[config.mk]
export PLATFORM = sky130hd
export DESIGN_NAME = pipelined_array_multiplier
export DESIGN_NICKNAME = d
export VERILOG_FILES = /design/src/rtl/array_mult_pkg.sv /design/src/rtl/array_mult_stage.sv /design/src/rtl/pipelined_array_multiplier.sv
export SDC_FILE = /design/constraint.sdc
export NUM_CORES = 1
export LEC_CHECK = 0
export BUFFER_PORTS_ARGS = -buffer_cell sky130_fd_sc_hd__buf_2
export CAP_MARGIN = 20
export CORE_MARGIN = 4
export CORE_UTILIZATION = 40
export CTS_CLUSTER_SIZE = 10
export DETAILED_ROUTE_END_ITERATION = 6
export PLACE_DENSITY = 0.65
export SKIP_LAST_GASP = 1
export SLEW_MARGIN = 20
export SYNTH_ARGS = -nofsm -noshare
export SYNTH_HDL_FRONTEND = slang
export SYNTH_HIERARCHICAL = 1
export SYNTH_SLANG_ARGS = --single-unit
export TNS_END_PERCENT = 1
[constraint.sdc]
create_clock -name clk -period 3.95 [get_ports clk]
set_clock_uncertainty 0.1 [all_clocks]
set_input_delay 0.395 -clock clk [delete_from_list [all_inputs] [get_ports clk]]
set_output_delay 0.395 -clock clk [all_outputs]
set_load 0.02 [all_outputs]
[src/rtl/array_mult_pkg.sv]
`default_nettype none
// ============================================================================
// Module   : array_mult_pkg
// Purpose  : Shared helpers for the pipelined array multiplier: pipeline depth,
//            configuration legality and stage-payload width.
//            The payload gains a sign-mode bit when ARRAY_MULT_SIGNED_EN is defined.
// Revision : 1.0 - initial release
// ============================================================================
package array_mult_pkg;

  // Number of pipeline stages; guards against a zero divisor on bad configs.
  function automatic int calc_lat(input int width, input int rows_per_stage);
    return width / ((rows_per_stage > 0) ? rows_per_stage : 1);
  endfunction

  // Legal when the operand is at least 2 bits and rows split evenly into stages.
  function automatic bit cfg_ok(input int width, input int rows_per_stage);
    return (width >= 2) && (rows_per_stage >= 1) && ((width % rows_per_stage) == 0);
  endfunction

  // Packed width of one stage payload: valid, [sgn], a, b, partial sum.
  function automatic int payload_width(input int width);
`ifdef ARRAY_MULT_SIGNED_EN
    return 2 + 4 * width;
`else
    return 1 + 4 * width;
`endif
  endfunction

endpackage : array_mult_pkg
`default_nettype wire

[src/rtl/array_mult_stage.sv]
`default_nettype none
// ============================================================================
// Module   : array_mult_stage
// Purpose  : One pipeline stage: adds ROWS_PER_STAGE partial-product rows to the
//            carried sum and registers the payload under a shared enable.
//            With ARRAY_MULT_SIGNED_EN, signed beats sign-extend a, invert row
//            WIDTH-1 and the last stage adds the +1 correction.
// Revision : 1.0 - initial release
// ============================================================================
module array_mult_stage
  import array_mult_pkg::*;
#(
  parameter int WIDTH          = 4,
  parameter int ROWS_PER_STAGE = 1,
  parameter int STAGE          = 0
) (
  input  logic                             clk,
  input  logic                             rst,
  input  logic                             en,
  input  logic [payload_width(WIDTH)-1:0]  pay_in,
  output logic [payload_width(WIDTH)-1:0]  pay_out
);

  localparam int LAT    = calc_lat(WIDTH, ROWS_PER_STAGE);
  localparam int PROD_W = 2 * WIDTH;
  localparam int ROW0   = STAGE * ROWS_PER_STAGE;

  typedef struct packed {
    logic              valid;
`ifdef ARRAY_MULT_SIGNED_EN
    logic              sgn;
`endif
    logic [WIDTH-1:0]  a;
    logic [WIDTH-1:0]  b;
    logic [PROD_W-1:0] sum;
  } payload_t;

  payload_t          cur;
  payload_t          q;
  logic              sign_a;
  logic              is_sgn;
  logic [WIDTH-1:0]  bits;
  logic [PROD_W-1:0] addend;
  logic [PROD_W-1:0] row_term;
  logic [PROD_W-1:0] sum_next;

  assign cur = pay_in;

`ifdef ARRAY_MULT_SIGNED_EN
  assign is_sgn = cur.sgn;
`else
  assign is_sgn = 1'b0;
`endif
  assign sign_a = is_sgn & cur.a[WIDTH-1];

  // Row adder slice: accumulate this stage's shifted, b-gated copies of a.
  always_comb begin
    bits     = cur.b >> ROW0;
    addend   = {{WIDTH{sign_a}}, cur.a} << ROW0;
    row_term = '0;
    sum_next = cur.sum;
    for (int r = 0; r < ROWS_PER_STAGE; r++) begin
      row_term = bits[0] ? addend : '0;
      // The sign row carries negative weight: add its complement, +1 comes later.
      if (is_sgn && (ROW0 + r == WIDTH - 1)) begin
        sum_next = sum_next + ~row_term;
      end else begin
        sum_next = sum_next + row_term;
      end
      bits   = bits >> 1;
      addend = addend << 1;
    end
    if (is_sgn && (STAGE == LAT - 1)) begin
      sum_next = sum_next + {{(PROD_W-1){1'b0}}, 1'b1};
    end
  end

  // Payload register: shifts on enable; bubbles pass valid=0 but keep old data.
  always_ff @(posedge clk) begin
    if (rst) begin
      q <= '0;
    end else if (en) begin
      q.valid <= cur.valid;
      if (cur.valid) begin
`ifdef ARRAY_MULT_SIGNED_EN
        q.sgn <= cur.sgn;
`endif
        q.a   <= cur.a;
        q.b   <= cur.b;
        q.sum <= sum_next;
      end
    end
  end

  assign pay_out = q;

endmodule : array_mult_stage
`default_nettype wire

[src/rtl/pipelined_array_multiplier.sv]
`default_nettype none
// ============================================================================
// Module   : pipelined_array_multiplier
// Purpose  : WIDTH x WIDTH -> 2*WIDTH pipelined array multiplier with a
//            valid/ready stream interface and a global stall.
//            Optional ARRAY_MULT_SIGNED_EN adds the sgn port (two's complement).
// Revision : 1.0 - initial release
// ============================================================================
module pipelined_array_multiplier
  import array_mult_pkg::*;
#(
  parameter int WIDTH          = 4,
  parameter int ROWS_PER_STAGE = 1
) (
  input  logic                 clk,
  input  logic                 rst,
  input  logic                 in_valid,
  output logic                 in_ready,
  input  logic [WIDTH-1:0]     a,
  input  logic [WIDTH-1:0]     b,
`ifdef ARRAY_MULT_SIGNED_EN
  input  logic                 sgn,
`endif
  output logic                 out_valid,
  input  logic                 out_ready,
  output logic [2*WIDTH-1:0]   p
);

  localparam int LAT    = calc_lat(WIDTH, ROWS_PER_STAGE);
  localparam int PW     = payload_width(WIDTH);
  localparam int PROD_W = 2 * WIDTH;

  typedef struct packed {
    logic              valid;
`ifdef ARRAY_MULT_SIGNED_EN
    logic              sgn;
`endif
    logic [WIDTH-1:0]  a;
    logic [WIDTH-1:0]  b;
    logic [PROD_W-1:0] sum;
  } payload_t;

  if (!cfg_ok(WIDTH, ROWS_PER_STAGE)) begin : g_cfg_err
    $error("pipelined_array_multiplier: WIDTH must be >= 2 and divisible by ROWS_PER_STAGE");
  end

  logic            en;
  payload_t        head;
  payload_t        tail;
  logic [PW-1:0]   chain [0:LAT];
  logic            unused_tail;

  // Whole pipe advances unless the output holds a beat the sink refuses.
  assign en       = !out_valid || out_ready;
  assign in_ready = en && !rst;

  // Pack the incoming beat; the partial sum starts at zero.
  always_comb begin
    head       = '0;
    head.valid = in_valid && in_ready;
`ifdef ARRAY_MULT_SIGNED_EN
    head.sgn   = sgn;
`endif
    head.a     = a;
    head.b     = b;
  end

  assign chain[0] = head;

  for (genvar s = 0; s < LAT; s++) begin : g_stage
    array_mult_stage #(
      .WIDTH          (WIDTH),
      .ROWS_PER_STAGE (ROWS_PER_STAGE),
      .STAGE          (s)
    ) u_stage (
      .clk     (clk),
      .rst     (rst),
      .en      (en),
      .pay_in  (chain[s]),
      .pay_out (chain[s+1])
    );
  end

  // The last stage register drives the outputs directly.
  assign tail      = chain[LAT];
  assign out_valid = tail.valid;
  assign p         = tail.sum;

`ifdef ARRAY_MULT_SIGNED_EN
  assign unused_tail = ^{tail.a, tail.b, tail.sgn};
`else
  assign unused_tail = ^{tail.a, tail.b};
`endif

endmodule : pipelined_array_multiplier
`default_nettype wire

# Word level (Yosys, flattened, before mapping)
# Index checks and enable logic that the tools add are counted.
# word_totals
ff_bits	60
in_bits	12
output_inout_bits	10
word_cells	30
# op_classes
n_addsub	3
muxes	4
n_reduce_logical	9
# ops
operator	count
adder 8 bit	3
AND reduction 2 bit	4
two-way mux 7 bit	1
two-way mux 6 bit	1
two-way mux 5 bit	1
two-way mux 4 bit	1
logical AND 1 bit	2
zero test 1 bit	2
logical OR 1 bit	1

# Depth between registers and ports, before layout
# Gate-level depths: netlist of run 1.
# logic_depth
ltp_word	5
depth_mapped	8

# Modules after synthesis
# Netlist of run 1, hierarchy kept.
# by_module_without_submodules
mod	instances	cells_per_inst	area_per_inst_um2	seq_area_each_um2
array_mult_stage at g_stage[3].u_stage	1	96	864.6	340.3
array_mult_stage at g_stage[1].u_stage	1	104	844.6	340.3
array_mult_stage at g_stage[0].u_stage	1	103	835.8	340.3
array_mult_stage at g_stage[2].u_stage	1	96	809.5	340.3
pipelined_array_multiplier	1	5	37.5	0.0

# Least setup slack after synthesis of run 1
# No wires, ideal clock.
# synth_path
path_kind	flip-flop to flip-flop
startpoint	reg g_stage[3].u_stage.q (netlist bit g_stage[3].u_stage/pay_out[16])
endpoint	reg g_stage[2].u_stage.q (netlist bit g_stage[2].u_stage/pay_out[7])
setup_ps	80
arrival_ps	1570
t_required_ps	3770
slack_ps	2200
stages_incl_launch_ff	7
path_buffers	1
period_less_slack_ps	1750
path_cell_list	dfxtp_1 -> nor2b_4 -> inv_1 -> and2_4 -> buf_6 -> a311o_1 -> nor3b_1
# synth_between
elab_chain_len	3
# synth_rtl
item	line_no	text
start: declaration	array_mult_stage.sv:39	payload_t q;
zero test 1 bit	pipelined_array_multiplier.sv:54	assign en = !out_valid || out_ready;
logical OR 1 bit	pipelined_array_multiplier.sv:54	
named net en	pipelined_array_multiplier.sv:47	logic en;
AND reduction 2 bit (no line)	-	
end: declaration	array_mult_stage.sv:39	
# The timed path passes the listed nets, and every way through them passes these cells.
# A chain may end at the register's enable or synchronous reset.

# Worst setup path after layout of run 1
# layout_path
startpoint	reg g_stage[0].u_stage.q (netlist bit g_stage[0].u_stage/pay_out[9])
endpoint	reg g_stage[1].u_stage.q (netlist bit g_stage[1].u_stage/pay_out[7])
# layout_between
elab_chain_len	2
# layout_rtl
item	line_no	text
start: declaration	array_mult_stage.sv:39	
two-way mux 5 bit	array_mult_stage.sv:63	row_term = bits[0] ? addend : '0;
adder 8 bit	array_mult_stage.sv:68	sum_next = sum_next + row_term;
end: declaration	array_mult_stage.sv:39	
# Every way passes these cells.

==> metrics.log, run 1 <==
[metrics] global router's overall resource usage: 0.1387
[metrics] highest attainable clock frequency: 0.5223 GHz
[metrics] count of antenna diodes in the layout: 0
[metrics] # nets final: roughly 400
[metrics] minimum period implied by the final worst setup slack: 1.915 ns
[metrics] first-pass GRT wire length: 9.825 mm
[metrics] insertion delay of the later-clocked pin in the worst-skew pair: 0.32 ns
[metrics] Yosys Warn Count: 6
[metrics] number of port buffers: 21
[metrics] Power per Cell Area: ~330 mW/mm^2
[metrics] Total Negative Setup Slacks: 0 ns
[metrics] post-synthesis instance area: 0.002905 mm^2
[metrics] number of iterations in the first detailed-routing pass: 4
[metrics] cells traversed along the worst timing path: and2_1 > ha_1 > inv_1 > fa_1 > nand2b_1 > a21o_1 > a211oi_1
[metrics] post-route total power: 1.050 mW
[metrics] Max transition margin: 0.5047
[metrics] stage delay of the slowest cell on the critical path: 0.39 ns
[metrics] final hold viol count: 0
[metrics] Setup violations, final: 0
[metrics] slack of the critical path: ~2.0 ns
[metrics] hpwl dp: ~4.3 mm
[metrics] worst-path maximum fanout: 5
[metrics] number of I/O pins: 22
[metrics] worst endpoint required time: between 4 and 5 ns
[metrics] endpoint type of the worst setup path: flip-flop
[metrics] total grt overflow: 0
[metrics] leading cell type in the layout, fill and taps excluded: sky130_fd_sc_hd__nand2_1
[metrics] Final period util: 0.4847
[metrics] Sink Count: 54
[metrics] actual transition at the worst max-transition pin: approximately 0.74 ns
[metrics] number of maximum-capacitance constraint violations: 0
[metrics] die outline width: 93.23 um
[metrics] register clock-pin slew on the reported worst setup and hold paths: 0.10 ns
[metrics] floorplan core area: 0.006907 mm^2
[metrics] total clock buffers created by CTS: 5
[metrics] most used cells in the layout excluding fill and tap cells: sky130_fd_sc_hd__nand2_1, sky130_fd_sc_hd__dfxtp_1, sky130_fd_sc_hd__a21oi_1
[metrics] pins over their slew limit: 0
[metrics] aggregate routed wire length: 5.780 mm
[metrics] ratio of cells with drive above 1 in the final layout: 0.1280
[metrics] synthesized area per cell: 8.349 um^2
[metrics] worst path arrival time: 2.05 ns
[metrics] Post-CTS Setup Inserts: 0
[metrics] static leakage: between 1 and 1.5 nW
[metrics] DR vias: 2,351
[metrics] via count of the first global-routing pass: roughly 2,200
[metrics] initial drt markers: 80
[metrics] type of origin of the critical path: flip-flop
[metrics] number of routed nets with antenna violations: 0
[metrics] post-cts hold buffer count: 0
[metrics] GP Congestion: 0.7845
[metrics] post-detailed-route via-to-cell ratio: roughly 5
[metrics] final routed wire length divided by cell count: roughly 12 um
[metrics] critical path class: reg -> reg
[metrics] starting density of the core: 0.4207
[metrics] area of placed instances: 0.003082 mm^2
[metrics] library cell contributing the largest single delay on the critical path: sky130_fd_sc_hd__dfxtp_1
[metrics] RSZ-0062 raised after global routing: false
[metrics] flip-flop count of the largest register, all copies and words added: 54
[metrics] count of mapped cells out of synthesis: 348
[metrics] DRC Markers: 0
[metrics] number of buffers on the longest clock path: 2
[metrics] initial antenna violation count: 0
[metrics] Final Instance Area: 0.003198 mm^2
[metrics] area of the die: 0.008691 mm^2
[metrics] Root Driver: sky130_fd_sc_hd__clkbuf_8
[metrics] number of fillers in the final layout: 721
[metrics] Max VDD drop: 0.1571 mV
[metrics] TritonCTS clock tree: built
[metrics] Chip Height: 93.23 um
[metrics] worst min path class: in -> reg
[metrics] outcome: complete, no violations
[metrics] largest net degree at the start of global routing: 42
[metrics] H-Tree Depth: 2
[metrics] post-CTS sizing: 0
[metrics] post-placement worst setup slack: between 1.5 and 2 ns
[metrics] Area growth, synth to finish: 10.08%
[metrics] number of cell rows: 30
routing by layer:
| metal | track usage | vias to the layer above | wire, um |
|---|---|---|---|
| met5 | 0 | - | 0 |
| met4 | 0.04151 | 0 | 87 |
| met3 | 0.03218 | 8 | 273 |
| met2 | 0.2412 | 38 | 2644 |
| met1 | 0.1693 | 1062 | 2774 |
| li1 | - | 1243 | - |
per-stage QoR:
stage	util	hold WS (ns)	instances
6_report	0.4630	0.2254	471
5_1_grt	0.4630	0.2250	471
4_1_cts	0.4630	0.2188	471
3_5_place_dp	0.4462	0.3417	463
3_3_place_gp	0.4462	0.3398	463
2_1_floorplan	-	0.3305	364
critical path: cells and delay by family (launching register included):
kind | cells | cell delay [ns]
adder cells (fa/ha/maj) | 2 | 0.54
flip-flops | 1 | 0.39
AND/OR/NAND/NOR | 2 | 0.39
AO/OA/AOI/OAI | 2 | 0.37
buffers and inverters | 1 | 0.05
layout make-up:
class | count | area [um^2] | share of cell area
multi-input cells | 278 | 1719 | 0.5376
flip-flops and latches | 54 | 1081 | 0.3380
well taps | 96 | 120.1 | 0.03756
repair buffers | 22 | 112.6 | 0.03521
clock buffers | 5 | 68.82 | 0.02152
inverters | 13 | 48.80 | 0.01526
clock inverters | 3 | 47.55 | 0.01487
final timing paths:
| path | startpoint | endpoint | slack, ns | depth (start not counted) |
|---|---|---|---|---|
| worst max register to register | g_stage[0].u_stage/pay_out[9] | g_stage[1].u_stage/pay_out[7] | 2.04 | 7 |
| worst min register to register | g_stage[1].u_stage/pay_out[1] | g_stage[2].u_stage/pay_out[1] | 0.35 | 2 |
| worst max-delay path | g_stage[0].u_stage/pay_out[9] | g_stage[1].u_stage/pay_out[7] | 2.04 | 7 |
| worst min-delay path | b[1] | g_stage[0].u_stage/pay_out[9] | 0.23 | 3 |
report_power, final:
part / total [mW] / internal, mW / switching (mW)
Combinational: 0.0921 / 0.0344 / 0.0578
Clock: 0.388 / 0.194 / 0.194
Sequential: 0.570 / 0.558 / 0.0117
Total: 1.05 / 0.786 / 0.263
No activity file was read; power rests on OpenSTA's default activity.
==> inputs of run 2 (changes only) <==
==> constraint.sdc (replaced) <==
create_clock -name clk -period 2 [get_ports clk]
set_clock_uncertainty 0.1 [all_clocks]
set_input_delay 0.2 -clock clk [delete_from_list [all_inputs] [get_ports clk]]
set_output_delay 0.2 -clock clk [all_outputs]
set_load 0.02 [all_outputs]
==> run 2 against run 1 <==
Critical path depth unchanged. Largest power group unchanged. Wire length about the same. First-iteration DRC count rose by 50%. Register-to-register slack worse by 1.9 ns. Global-route usage rose by 0.25 points. Power up 98%. Final cell count is 1.5% higher. Combinational power is 110% higher. Hold slack lost 0.21 ns. Largest cell class unchanged. Setup slack got worse by 1.9 ns. Sequential power grew 96%. Maximum frequency grew 1.3%.
==> metrics.log, run 2 (synthesis gave the netlist of run 1 again) <==
[metrics] number of iterations in the first detailed-routing pass: 4 (unchanged)
[metrics] Setup violations, final: 0 (unchanged)
[metrics] initial antenna violation count: 0 (unchanged)
[metrics] post-placement worst setup slack: 0.1266 ns (was 1.872 ns)
[metrics] starting density of the core: 0.4207 (unchanged)
[metrics] H-Tree Depth: 2 (unchanged)
[metrics] post-cts hold buffer count: 0 (unchanged)
[metrics] final non-filler cell total: 478 (was 471)
[metrics] post-detailed-route via-to-cell ratio: 4.981 (was 4.992)
[metrics] aggregate routed wire length: 5.779 mm (was 5.780 mm)
[metrics] slack of the critical path: 0.1107 ns (was 2.035 ns)
[metrics] most used cells in the layout excluding fill and tap cells: sky130_fd_sc_hd__nand2_1, sky130_fd_sc_hd__dfxtp_1, sky130_fd_sc_hd__a21oi_1 (unchanged)
[metrics] met3 usage: 0.03218 (unchanged)
[metrics] Sink Count: 54 (unchanged)
[metrics] Total Negative Setup Slacks: 0 ns (unchanged)
[metrics] die outline width: 93.23 um (unchanged)
[metrics] final hold viol count: 0 (unchanged)
[metrics] type of origin of the critical path: flip-flop (unchanged)
[metrics] Final period util: 0.9447 (was 0.4847)
[metrics] Max VDD drop: 0.4308 mV (was 0.1571 mV)
[metrics] placed instance count: 470 (was 463)
[metrics] hpwl dp: 4.330 mm (was 4.327 mm)
[metrics] outcome: complete, no violations (unchanged)
[metrics] number of maximum-capacitance constraint violations: 0 (unchanged)
[metrics] area of the die: 0.008691 mm^2 (unchanged)
[metrics] Power per Cell Area: 637.8 mW/mm^2 (was 328.2 mW/mm^2)
[metrics] worst min path class: in -> reg (unchanged)
[metrics] fraction of met1 tracks used by global routing: 0.1881 (was 0.1693)
[metrics] GP Congestion: 0.8033 (was 0.7845)
[metrics] first-pass GRT wire length: 10.11 mm (was 9.825 mm)
[metrics] Post-CTS Setup Inserts: 0 (unchanged)
[metrics] leading cell type in the layout, fill and taps excluded: sky130_fd_sc_hd__nand2_1 (unchanged)
[metrics] DR vias: 2,381 (was 2,351)
[metrics] number of buffers on the longest clock path: 2 (unchanged)
[metrics] minimum period implied by the final worst setup slack: 1.889 ns (was 1.915 ns)
[metrics] pins over their slew limit: 0 (unchanged)
[metrics] number of routed nets with antenna violations: 0 (unchanged)
[metrics] global router's overall resource usage: 0.1412 (was 0.1387)
[metrics] insertion delay of the later-clocked pin in the worst-skew pair: 0.31 ns (was 0.32 ns)
[metrics] total grt overflow: 0 (unchanged)
[metrics] Max transition margin: 0.5501 (was 0.5047)
[metrics] critical path class: reg -> reg (unchanged)
[metrics] Root Driver: sky130_fd_sc_hd__clkbuf_8 (unchanged)
[metrics] via count of the first global-routing pass: 2,279 (was 2,214)
[metrics] largest net degree at the start of global routing: 64 (was 42)
[metrics] RSZ-0062 raised after global routing: true (was false)
[metrics] Area growth, synth to finish: 11.93% (was 10.08%)
[metrics] worst-path maximum fanout: 5 (unchanged)
[metrics] register clock-pin slew on the reported worst setup and hold paths: 0.10 ns (about the same)
[metrics] TritonCTS clock tree: built (unchanged)
[metrics] worst endpoint required time: 2.13 ns (was 4.08 ns)
[metrics] final routed wire length divided by cell count: 12.09 um (was 12.27 um)
[metrics] number of port buffers: 21 (unchanged)
[metrics] # nets final: 413 (was 406)
[metrics] final standard cell utilization of the core: 0.4708 (was 0.4630)
[metrics] number of cell rows: 30 (unchanged)
[metrics] Chip Height: 93.23 um (unchanged)
[metrics] DRC Markers: 0 (unchanged)
[metrics] floorplan core area: 0.006907 mm^2 (unchanged)
[metrics] ratio of cells with drive above 1 in the final layout: 0.1440 (was 0.1280)
[metrics] endpoint type of the worst setup path: flip-flop (unchanged)
[metrics] met2 track demand over resource in global routing: 0.2281 (was 0.2412)
[metrics] actual transition at the worst max-transition pin: 0.6748 ns (was 0.7430 ns)
[metrics] total clock buffers created by CTS: 5 (unchanged)
[metrics] highest attainable clock frequency: 0.5293 GHz (was 0.5223 GHz)
[metrics] initial drt markers: 120 (was 80)
[metrics] static leakage: 1.266 nW (was 1.235 nW)
[metrics] number of I/O pins: 22 (unchanged)
[metrics] count of antenna diodes in the layout: 0 (unchanged)
[metrics] worst path arrival time: 2.02 ns (was 2.05 ns)
[metrics] flip-flop count of the largest register, all copies and words added: 54 (unchanged)
[metrics] grt peak-use layer: met2 (unchanged)
==> run 2: cell types whose count changed in the layout (fill, tap and decap cells not counted) <==
cell                        delta
sky130_fd_sc_hd__a2111oi_0     -1
sky130_fd_sc_hd__inv_6         -1
sky130_fd_sc_hd__clkinv_4      +1
sky130_fd_sc_hd__a2111oi_1     +1
sky130_fd_sc_hd__buf_4         +7
==> run 2: layout make-up <==
class                   instances  area, um^2
flip-flops and latches         54        1081
fillers                       727        3655
clock buffers                   5       68.82
inverters                      13       48.80
repair buffers                 29       165.2
clock inverters                 3       47.55
multi-input cells             278        1720
well taps                      96       120.1
==> run 2: worst paths after layout <==
| check | from | endpoint | slack, ns | cells past startpoint |
|---|---|---|---|---|
| worst max-delay path | g_stage[0].u_stage/pay_out[9] | g_stage[1].u_stage/pay_out[7] | 0.11 | 7 |
| worst min-delay path | b[2] | g_stage[0].u_stage/pay_out[10] | 0.01 | 3 |
| worst max register to register | g_stage[0].u_stage/pay_out[9] | g_stage[1].u_stage/pay_out[7] | 0.11 | 7 |
| worst min register to register | g_stage[3].u_stage/pay_out[5] | g_stage[3].u_stage/pay_out[5] | 0.35 | 2 |
==> run 2: metal layers <==
layer	share of wire	vias up
li1	-	1254
met4	0.013	0
met3	0.043	8
met5	0	-
met1	0.50	1081
met2	0.45	38
==> run 2: what timing repair did <==
| action | 4_1_cts | 5_1_grt |
|---|---|---|
| resized for setup | 0 | 1 |
| endpoints found under the setup margin | 0 | 3 |
| endpoints found under the hold margin | 0 | 0 |
==> run 2: worst max-delay path, stage by stage, from the launching register on <==
cell and delay, ns:
sky130_fd_sc_hd__dfxtp_1 0.38, sky130_fd_sc_hd__and2_1 0.14, sky130_fd_sc_hd__ha_1 0.16, sky130_fd_sc_hd__inv_1 0.06, sky130_fd_sc_hd__fa_1 0.38, sky130_fd_sc_hd__nand2b_1 0.22
sky130_fd_sc_hd__a21o_1 0.18, sky130_fd_sc_hd__a211oi_1 0.19
==> run 2: power by group <==
| group | switching (mW) | internal (mW) |
|---|---|---|
| clock network | 0.380 | 0.380 |
| registers | 0.0226 | 1.10 |
| logic | 0.116 | 0.0735 |
| total | 0.518 | 1.56 |
==> run 2: stage by stage <==
step	power, mW	hold slack (ns)	area [um^2]
6_report	2.074	0.01065	3252
2_1_floorplan	1.286	0.1691	2965
3_3_place_gp	1.331	0.3398	3134
3_5_place_dp	1.335	0.3438	3134
4_1_cts	2.088	0.005003	3251
5_1_grt	2.175	0.002292	3252
